File: config.mk
export PLATFORM = sky130hd
export DESIGN_NAME = cacheline_adapter
export DESIGN_NICKNAME = d
export VERILOG_FILES = /design/src/rtl/cacheline_adapter.sv
export SDC_FILE = /design/constraint.sdc
export NUM_CORES = 1
export LEC_CHECK = 0
export CORE_AREA = 2 2 277 279
export CTS_CLUSTER_DIAMETER = 80
export DETAILED_ROUTE_END_ITERATION = 8
export DIE_AREA = 0 0 279 281
export PLACE_DENSITY = 0.58
export SLEW_MARGIN = 20
export SYNTH_ARGS = -nofsm -noshare
export SYNTH_HDL_FRONTEND = slang
export SYNTH_SLANG_ARGS = --single-unit
File: constraint.sdc
create_clock -name clk -period 2 [get_ports clk]
set_input_delay 0.4 -clock clk [delete_from_list [all_inputs] [get_ports clk]]
set_output_delay 0.4 -clock clk [all_outputs]
set_load 0.005 [all_outputs]
File: src/rtl/cacheline_adapter.sv
// Cache line <-> memory burst adapter: splits a line write into N beats and assembles N read beats into a line.
// Optional macro CACHELINE_ADAPTER_FAST_RESP_EN: respond on the final beat itself, skipping DONE.
module cacheline_adapter #(
    parameter int s_line  = 256,
    parameter int s_burst = 64
) (
    input  logic               clk,
    input  logic               rst,
    input  logic               read_i,
    input  logic               write_i,
    input  logic [31:0]        address_i,
    input  logic [s_line-1:0]  line_i,
    output logic [s_line-1:0]  line_o,
    output logic               resp_o,
    input  logic [s_burst-1:0] burst_i,
    output logic [s_burst-1:0] burst_o,
    output logic [31:0]        address_o,
    output logic               read_o,
    output logic               write_o,
    input  logic               resp_i
);
    localparam int N  = s_line / s_burst;
    localparam int CW = (N > 1) ? $clog2(N) : 1;
    localparam logic [31:0] OFS_MASK = 32'(s_line / 8 - 1);

    localparam logic [1:0] IDLE = 2'd0;
    localparam logic [1:0] RD   = 2'd1;
    localparam logic [1:0] WR   = 2'd2;
    localparam logic [1:0] DONE = 2'd3;

    logic [1:0]                  state, state_n;
    logic [CW-1:0]               cnt;
    logic [31:0]                 addr;
    logic [N-1:0][s_burst-1:0]   rline, wline;
    logic                        busy, last_beat;

    assign busy      = (state == RD) || (state == WR);
    assign last_beat = busy && resp_i && (cnt == CW'(N - 1));

    always_comb begin
        state_n = state;
        case (state)
            IDLE: begin
                if (read_i)       state_n = RD;
                else if (write_i) state_n = WR;
            end
            RD, WR: begin
`ifdef CACHELINE_ADAPTER_FAST_RESP_EN
                if (last_beat) state_n = IDLE;
`else
                if (last_beat) state_n = DONE;
`endif
            end
            default: state_n = IDLE;
        endcase
    end

    always_ff @(posedge clk) begin
        if (rst) begin
            state <= IDLE;
            cnt   <= '0;
            addr  <= '0;
            rline <= '0;
            wline <= '0;
        end else begin
            state <= state_n;
            if (state == IDLE && (read_i || write_i)) begin
                addr <= address_i;
                cnt  <= '0;
            end
            // write data is held separately so line_o only ever reflects read data
            if (state == IDLE && !read_i && write_i)
                wline <= line_i;
            if (busy && resp_i)
                cnt <= cnt + 1'b1;
            if (state == RD && resp_i)
                rline[cnt] <= burst_i;
        end
    end

    assign read_o    = (state == RD);
    assign write_o   = (state == WR);
    assign address_o = busy ? (addr & ~OFS_MASK) : 32'd0;
    assign burst_o   = (state == WR) ? wline[cnt] : '0;

`ifdef CACHELINE_ADAPTER_FAST_RESP_EN
    logic [N-1:0][s_burst-1:0] line_fwd;
    assign resp_o = last_beat;
    always_comb begin
        line_fwd = rline;
        if (state == RD && last_beat)
            line_fwd[N-1] = burst_i;
    end
    assign line_o = line_fwd;
`else
    assign resp_o = (state == DONE);
    assign line_o = rline;
`endif

endmodule
==> results.py <==
metrics = {
    "floorplan": {
        "coreArea_sq_um": 75400,
        "dieArea_sq_um": 78400,
        "start_util": 0.278,
        "fp-row-count": 101,
        "die_y_um": 281,
        "ios": 712,
        "die_w_um": 279,
    },
    "global_route": {
        "grt-ovfl-total": 0,
        "antenna_found_initial": 17,
        "grt_max_degree": 85,
        "grt_pass1_vias": 19500,
        "grtUsageTotal": 0.202,
        "grt_pass1_wl_um": 122000,
    },
    "timing": {
        "min_period_over_period": 1.31,
        "slew_viol_final": 0,
        "grt_setup_unrepaired": "true",
        "fin_ws_ns": -0.613,
        "clock.fmax_ghz": 0.383,
        "tns_ns": -52.42,
        "fin_crit_ns": 2.61,
        "finalSetupViolCount": 276,
        "finClkSkew_ns": 0.0198,
        "hold_viol": 0,
    },
    "pwr": {
        "ir_drop_mv": 0.686,
        "finalPower_uw": 32500,
        "power-per-cell-area_nw_per_um2": 923,
        "p_leak_uw": 0.0126,
    },
    "logic_synthesis": {
        "yosysTopAreaCell": "dfxtp_1",
        "syn_area_per_cell_sq_um": 8.16,
        "ys_types": 26,
        "yosys-top-cells-area": "dfxtp_1, nand2_1, a21oi_1, mux4_2, and2_1",
        "yosysWarnings": 0,
        "synthesis.area_sq_um": 20900,
        "yosysTopAreaCellShare": 0.519,
        "yosysSeqAreaShare": 0.519,
        "synthCells": 2567,
        "ys_seq_elements": 543,
    },
    "critical_path": {
        "rrSetupSlack_ns": -0.14,
        "endpoint_kind": "output pin",
        "crit_cells": 7,
        "critPathCapture": "burst_o[30]",
        "max_stage_delay_ns": 0.48,
        "crit_start": "cnt[0]",
        "crit_chain": "buf_12 > buf_12 > buf_12 > buf_6 > mux4_2 > and2_4 > buf_6",
        "crit_top_cell": "buf_12",
        "ff2ff_path_depth": 13,
        "required_ns": 1.60,
        "crit_buf_inv": 5,
        "path_max_fanout": 4,
        "rr_startpoint": "cnt[0]",
        "cp_slowest_cell": "mux4_2",
        "arrival_ns": 2.21,
        "cp-start-kind": "flip-flop",
        "reg2reg_to": "line_o[187]",
        "path_delay_family": "buffers and inverters",
        "critPathKind": "reg -> out",
    },
    "placed_design": {
        "place_congestion": 0.898,
        "post-dp-hpwl_um": 58500,
        "place_area_sq_um": 29700,
        "placed_cells": 4165,
        "portBuffers": 701,
    },
    "final_layout": {
        "layout.nets": 3742,
        "final_cells": 4410,
        "area_growth_pct": 68.1,
        "utilization": 0.467,
        "drive_gt1_frac": 0.245,
        "post-route-cell-area_sq_um": 35200,
    },
    "routing": {
        "drtAntennaViolNets": 0,
        "vias": 20700,
        "drt_iter0_drc": 1167,
        "first_pass_iters": 7,
        "drcViolationCount": 0,
        "routedWlPerCell_um": 20.3,
        "totalWireLength_um": 89400,
        "vias_per_cell": 4.70,
    },
    "run": {
        "drv_cap": 0,
    },
    "worst_hold_path": {
        "worstHoldPathType": "in -> reg",
    },
    "cts": {
        "cts.reportedPaths.clkPinSlew_ns": 0.06,
        "clk_latency_ns": 0.62,
        "clockBufferDepth": 3,
        "htreeDepth": 2,
        "numClockSinks": 543,
        "cts_hold_buf": 0,
        "cts-root-buf": "clkbuf_16",
        "cts_inserted_buffers": 61,
        "cts_tree": "done",
    },
    "status": {
        "violations": "setup timing",
        "status": "finished with violations",
    },
}
==> registers in the layout (all words and copies together) (netlist names) <==
name	flops
cnt	2
addr	27
line_o	256
state	2
wline	256
==> metal layers <==
| layer | vias to the layer above | track usage | part of all wire |
|---|---|---|---|
| li1 | 10000 | - | - |
| met1 | 9851 | 0.233 | 0.38 |
| met2 | 672 | 0.357 | 0.51 |
| met3 | 171 | 0.0607 | 0.073 |
| met4 | 26 | 0.0620 | 0.028 |
| met5 | - | 0 | 0.0020 |
==> area by class of cell <==
class	instances	area, sq um
antenna	6	15.0
multi-input combinational	1817	10400
timing repair buffer	949	10600
clock inverter	22	156
sequential	543	10900
inverter	4	25.0
clock buffer	91	1840
tap	978	1220
fill	7358	40200
==> kinds of logic (layout without fill, tap and decap cells) <==
group | Yosys count | in the layout | synth area share
AOI/OAI and AO/OA | 548 | 548 | 0.131
adders and majority gates | 9 | 9 | 0.00538
buffers and inverters | 211 | 1066 | 0.0488
DFF | 543 | 543 | 0.519
muxes | 65 | 65 | 0.0693
other | 1 | 11 | 0.000179
and+or+nand+nor | 1190 | 1190 | 0.226
==> power by group <==
| part | internal, uW | leakage, uW | switching, uW |
|---|---|---|---|
| Combinational | 4930 | 0.00718 | 4250 |
| Sequential | 11600 | 0.00441 | 492 |
| Clock | 6470 | 0.000997 | 4700 |
==> cells in the mapped netlist <==
cell,count
a21boi_0,1
a21oi_1,543
and2_1,91
and3_1,4
and3b_1,1
buf_1,14
buf_2,106
buf_4,16
buf_6,5
clkbuf_1,66
conb_1,1
dfxtp_1,543
ha_1,9
inv_1,4
mux2i_1,1
mux4_2,64
nand2_1,1079
nand2b_1,1
nand3_1,8
nand3b_1,1
nor2_1,2
nor2b_1,1
nor3b_1,1
o21a_1,1
o21ai_0,3
or4_1,1
==> worst min-delay path by stage <==
stage                        start        end  slack, ns  cells after the start
after global routing           rst   state[0]       0.10                      2
after global placement    addr[12]   addr[12]       0.44                      2
final                          rst  wline[26]       0.13                      2
after CTS                      rst  wline[26]       0.09                      2
after floorplan           addr[10]   addr[10]       0.43                      2
after detailed placement   addr[9]    addr[9]       0.44                      2
==> worst register-to-register path, delay by kind of cell (launching register included) <==
kind	cells	cell delay (ns)
buffers and inverters	9	1.14
DFF	1	0.36
and+or+nand+nor	2	0.28
adders and majority gates	1	0.14
AOI/OAI and AO/OA	1	0.14
==> repair_timing <==
action	CTS	global route
gates resized for setup	595	411
pin swaps	74	110
endpoints found under the hold margin	0	0
buffers inserted	66	43
setup endpoints to repair	147	346
cloned	12	26
==> per-stage QoR <==
step	hold WS, ns	worst slack [ns]
after floorplan	0.432	0.210
after global placement	0.438	-0.274
after detailed placement	0.442	-0.278
after CTS	0.0854	-0.715
after global routing	0.102	-0.684
final	0.130	-0.613
==> cell usage in the layout, fill, tap and decap left out, types with 3 or more instances in the layout <==
master	instances
nand2_1	965
clkdlybuf4s50_1	603
dfxtp_1	539
a21oi_1	437
buf_6	150
a21oi_2	106
and2_4	85
clkbuf_16	83
buf_4	72
buf_12	69
mux4_2	64
nand2_2	58
nand2_4	56
buf_8	17
clkbuf_8	16
clkinv_2	14
clkbuf_1	12
buf_2	8
ha_4	7
diode_2	6
and2_1	6
buf_16	6
conb_1	5
and3_4	4
nand3_1	4
inv_6	4
nand3_4	3
dlygate4sd2_1	3
(Power assumes the default switching activity.)
==> patch: new RTL, same flow settings <==
Change the parameter `s_burst` from 64 to 32.
--- a/src/rtl/cacheline_adapter.sv
+++ b/src/rtl/cacheline_adapter.sv
@@ -4,3 +4,3 @@
     parameter int s_line  = 256,
-    parameter int s_burst = 64
+    parameter int s_burst = 32
 ) (
Interface: changed (resized burst_i and burst_o); port bits go from 712 to 648. The function was not compared with the original's and may differ.
==> patch against the unedited design <==
The run still ends with negative setup slack left; sequential cell count up 1; setup slack worse by 0.17 ns; clock power up 8%; hold slack better by 0.036 ns; cell area down 0.93%; register-to-register slack better by 0.10 ns; clock skew up 0.010 ns; synthesized cell count up 12%; critical path depth unchanged; wire length up 11%; cell count up 2.8%; area after synthesis up 9.2%; total power up 0.89%; critical endpoint is now burst_o[0]; largest cell class is now multi-input gates.
==> patch: results (changes against the unedited design) <==
Status
Violated checks: negative setup slack (unchanged). Status: finished with violations (unchanged).

Cells and area
The fill cell instance count of the final layout is 7365 (was 7358). The combined area of the multi-input logic cells is 11100 um^2 (was 10400 um^2). The fraction of final layout cells sized beyond drive strength 1 is 15.6% (was 24.5%). The final-stage net count came to 3835 (was 3742).

Clocking
The number of levels the H-tree was split into is 3 (was 2). The clock buffer count from CTS was 66 (was 61). The post-CTS resize count is 394 (was 595).

The buffers inserted during post-CTS setup optimization is 36 (was 66).

Global routing
The number of global-route vias before repair came to 22100 (was 19500). The met1 demand-to-capacity share in global routing is 29.4% (was 23.3%). The maximum number of pins on one net before global-route repair is 96 (was 85). The global router's overall resource usage came to 24.0% (was 20.2%). The wire length of the first global-routing pass is 143000 um (was 122000 um). The met3 track demand over resource was 5.20% (was 6.07%).

Setup path
The largest stage delay on the critical path came to 0.39 ns (was 0.48 ns). The largest fanout on the critical path came to 6 (was 4). The critical path data arrival time was 2.38 ns (was 2.21 ns).

The flop-to-flop setup slack is -0.04 ns (was -0.14 ns). The slowest cell on the critical path is dfxtp_4 (was mux4_2).

Synthesis
The mean instance size in the synthesized netlist is 7.96 um^2 (was 8.16 um^2). The sequential-to-total area share from yosys stat is 47.6% (was 51.9%). Top cell types by occurrence after synthesis: nand2_1, a21oi_1, dfxtp_1, nand3_1, o21ai_0 (was nand2_1, a21oi_1, dfxtp_1, buf_2, and2_1). Cell types with the largest area share after synthesis: dfxtp_1, a21oi_1, nand2_1 (was dfxtp_1, nand2_1, a21oi_1).

Placed design
The number of placed instances with taps included was 4352 (was 4165). The HPWL reported at the end of detailed placement is 69800 um (was 58500 um). The placed instance area is 31200 um^2 (was 29700 um^2). The number of port buffers came to 637 (was 701). The weighted congestion reported at the end of routability-driven placement is 0.903 (was 0.898).

Power
The clock group power is 12.1 mW (was 11.2 mW). The combinational gate power is 8.48 mW (was 9.18 mW). The reported leakage power was 12.0 nW (was 12.6 nW). The total power density per cell area is 940 nW/um^2 (was 923 nW/um^2).

The switching power as a share of total power is 29.8% (was 29.1%). The maximum vdd drop is 0.000602 V (was 0.000686 V).

Detailed routing
The total iterations of the first detailed-routing run is 6 (was 7). The total via count after detailed routing is 23500 (was 20700). The violation count after the first detailed-routing iteration is 2039 (was 1167).

Timing
The final total negative setup slack is -30.22 ns (was -52.42 ns). The total of endpoints with negative setup slack in the final report was 61 (was 276). The worst path setup slack after routing was -0.780 ns (was -0.613 ns).
==> patch: cell types whose count changed in the layout (fill, tap and decap cells not counted), moves of 62 or more <==
cell / delta
nand2_1: -360
nand3_1: +281
o21ai_0: +251
a21oi_1: +109
a21oi_2: -106
buf_6: -89
and2_4: -62
==> patch: worst reg2reg max path, delay by kind of cell, from the launching register on <==
family / cells / cell delay (ns)
buffers and inverters: 4 / 0.55
flip-flops: 1 / 0.43
adder cells (fa/ha/maj): 2 / 0.29
AO/OA/AOI/OAI: 2 / 0.23
AND/OR/NAND/NOR: 1 / 0.47
==> patch: layer usage <==
metal / routed length (um) / up-vias
met2: 47900 / 1005
li1: - / 11100
met5: 136 / -
met4: 4370 / 20
met1: 39000 / 11200
met3: 8140 / 199
==> patch: final cells by class <==
class	instances	share of cell area, %
multi-input cells	2003	31.9
flip-flops and latches	544	31.3
repair buffers	884	27.0
clock buffers	94	5.45
well taps	978	3.51
clock inverters	20	0.732
inverters	4	0.0502
diodes	6	0.0431
==> patch: stage by stage <==
step                      hold slack [ns]  setup WS [ns]
after floorplan                     0.431          0.102
after global placement              0.437         -0.520
after detailed placement            0.443         -0.549
after CTS                           0.132         -0.811
after global routing                0.166         -0.822
final                               0.166         -0.780
==> patch: path summary, 6_finish.rpt <==
| check | depth (start not counted) | endpoint |
|---|---|---|
| max | 7 | burst_o[0] |
| min | 2 | wline[123] |
| max reg2reg | 9 | state[0] |
| min reg2reg | 2 | addr[30] |
==> patch: logic make-up after synthesis <==
family / Yosys count / share of synthesized area (%)
and+or+nand+nor: 1062 / 21.5
AOI/OAI and AO/OA: 879 / 19.7
DFF: 544 / 47.6
buffers and inverters: 329 / 6.39
muxes: 50 / 4.32
adders and majority gates: 7 / 0.383
other: 1 / 0.0164
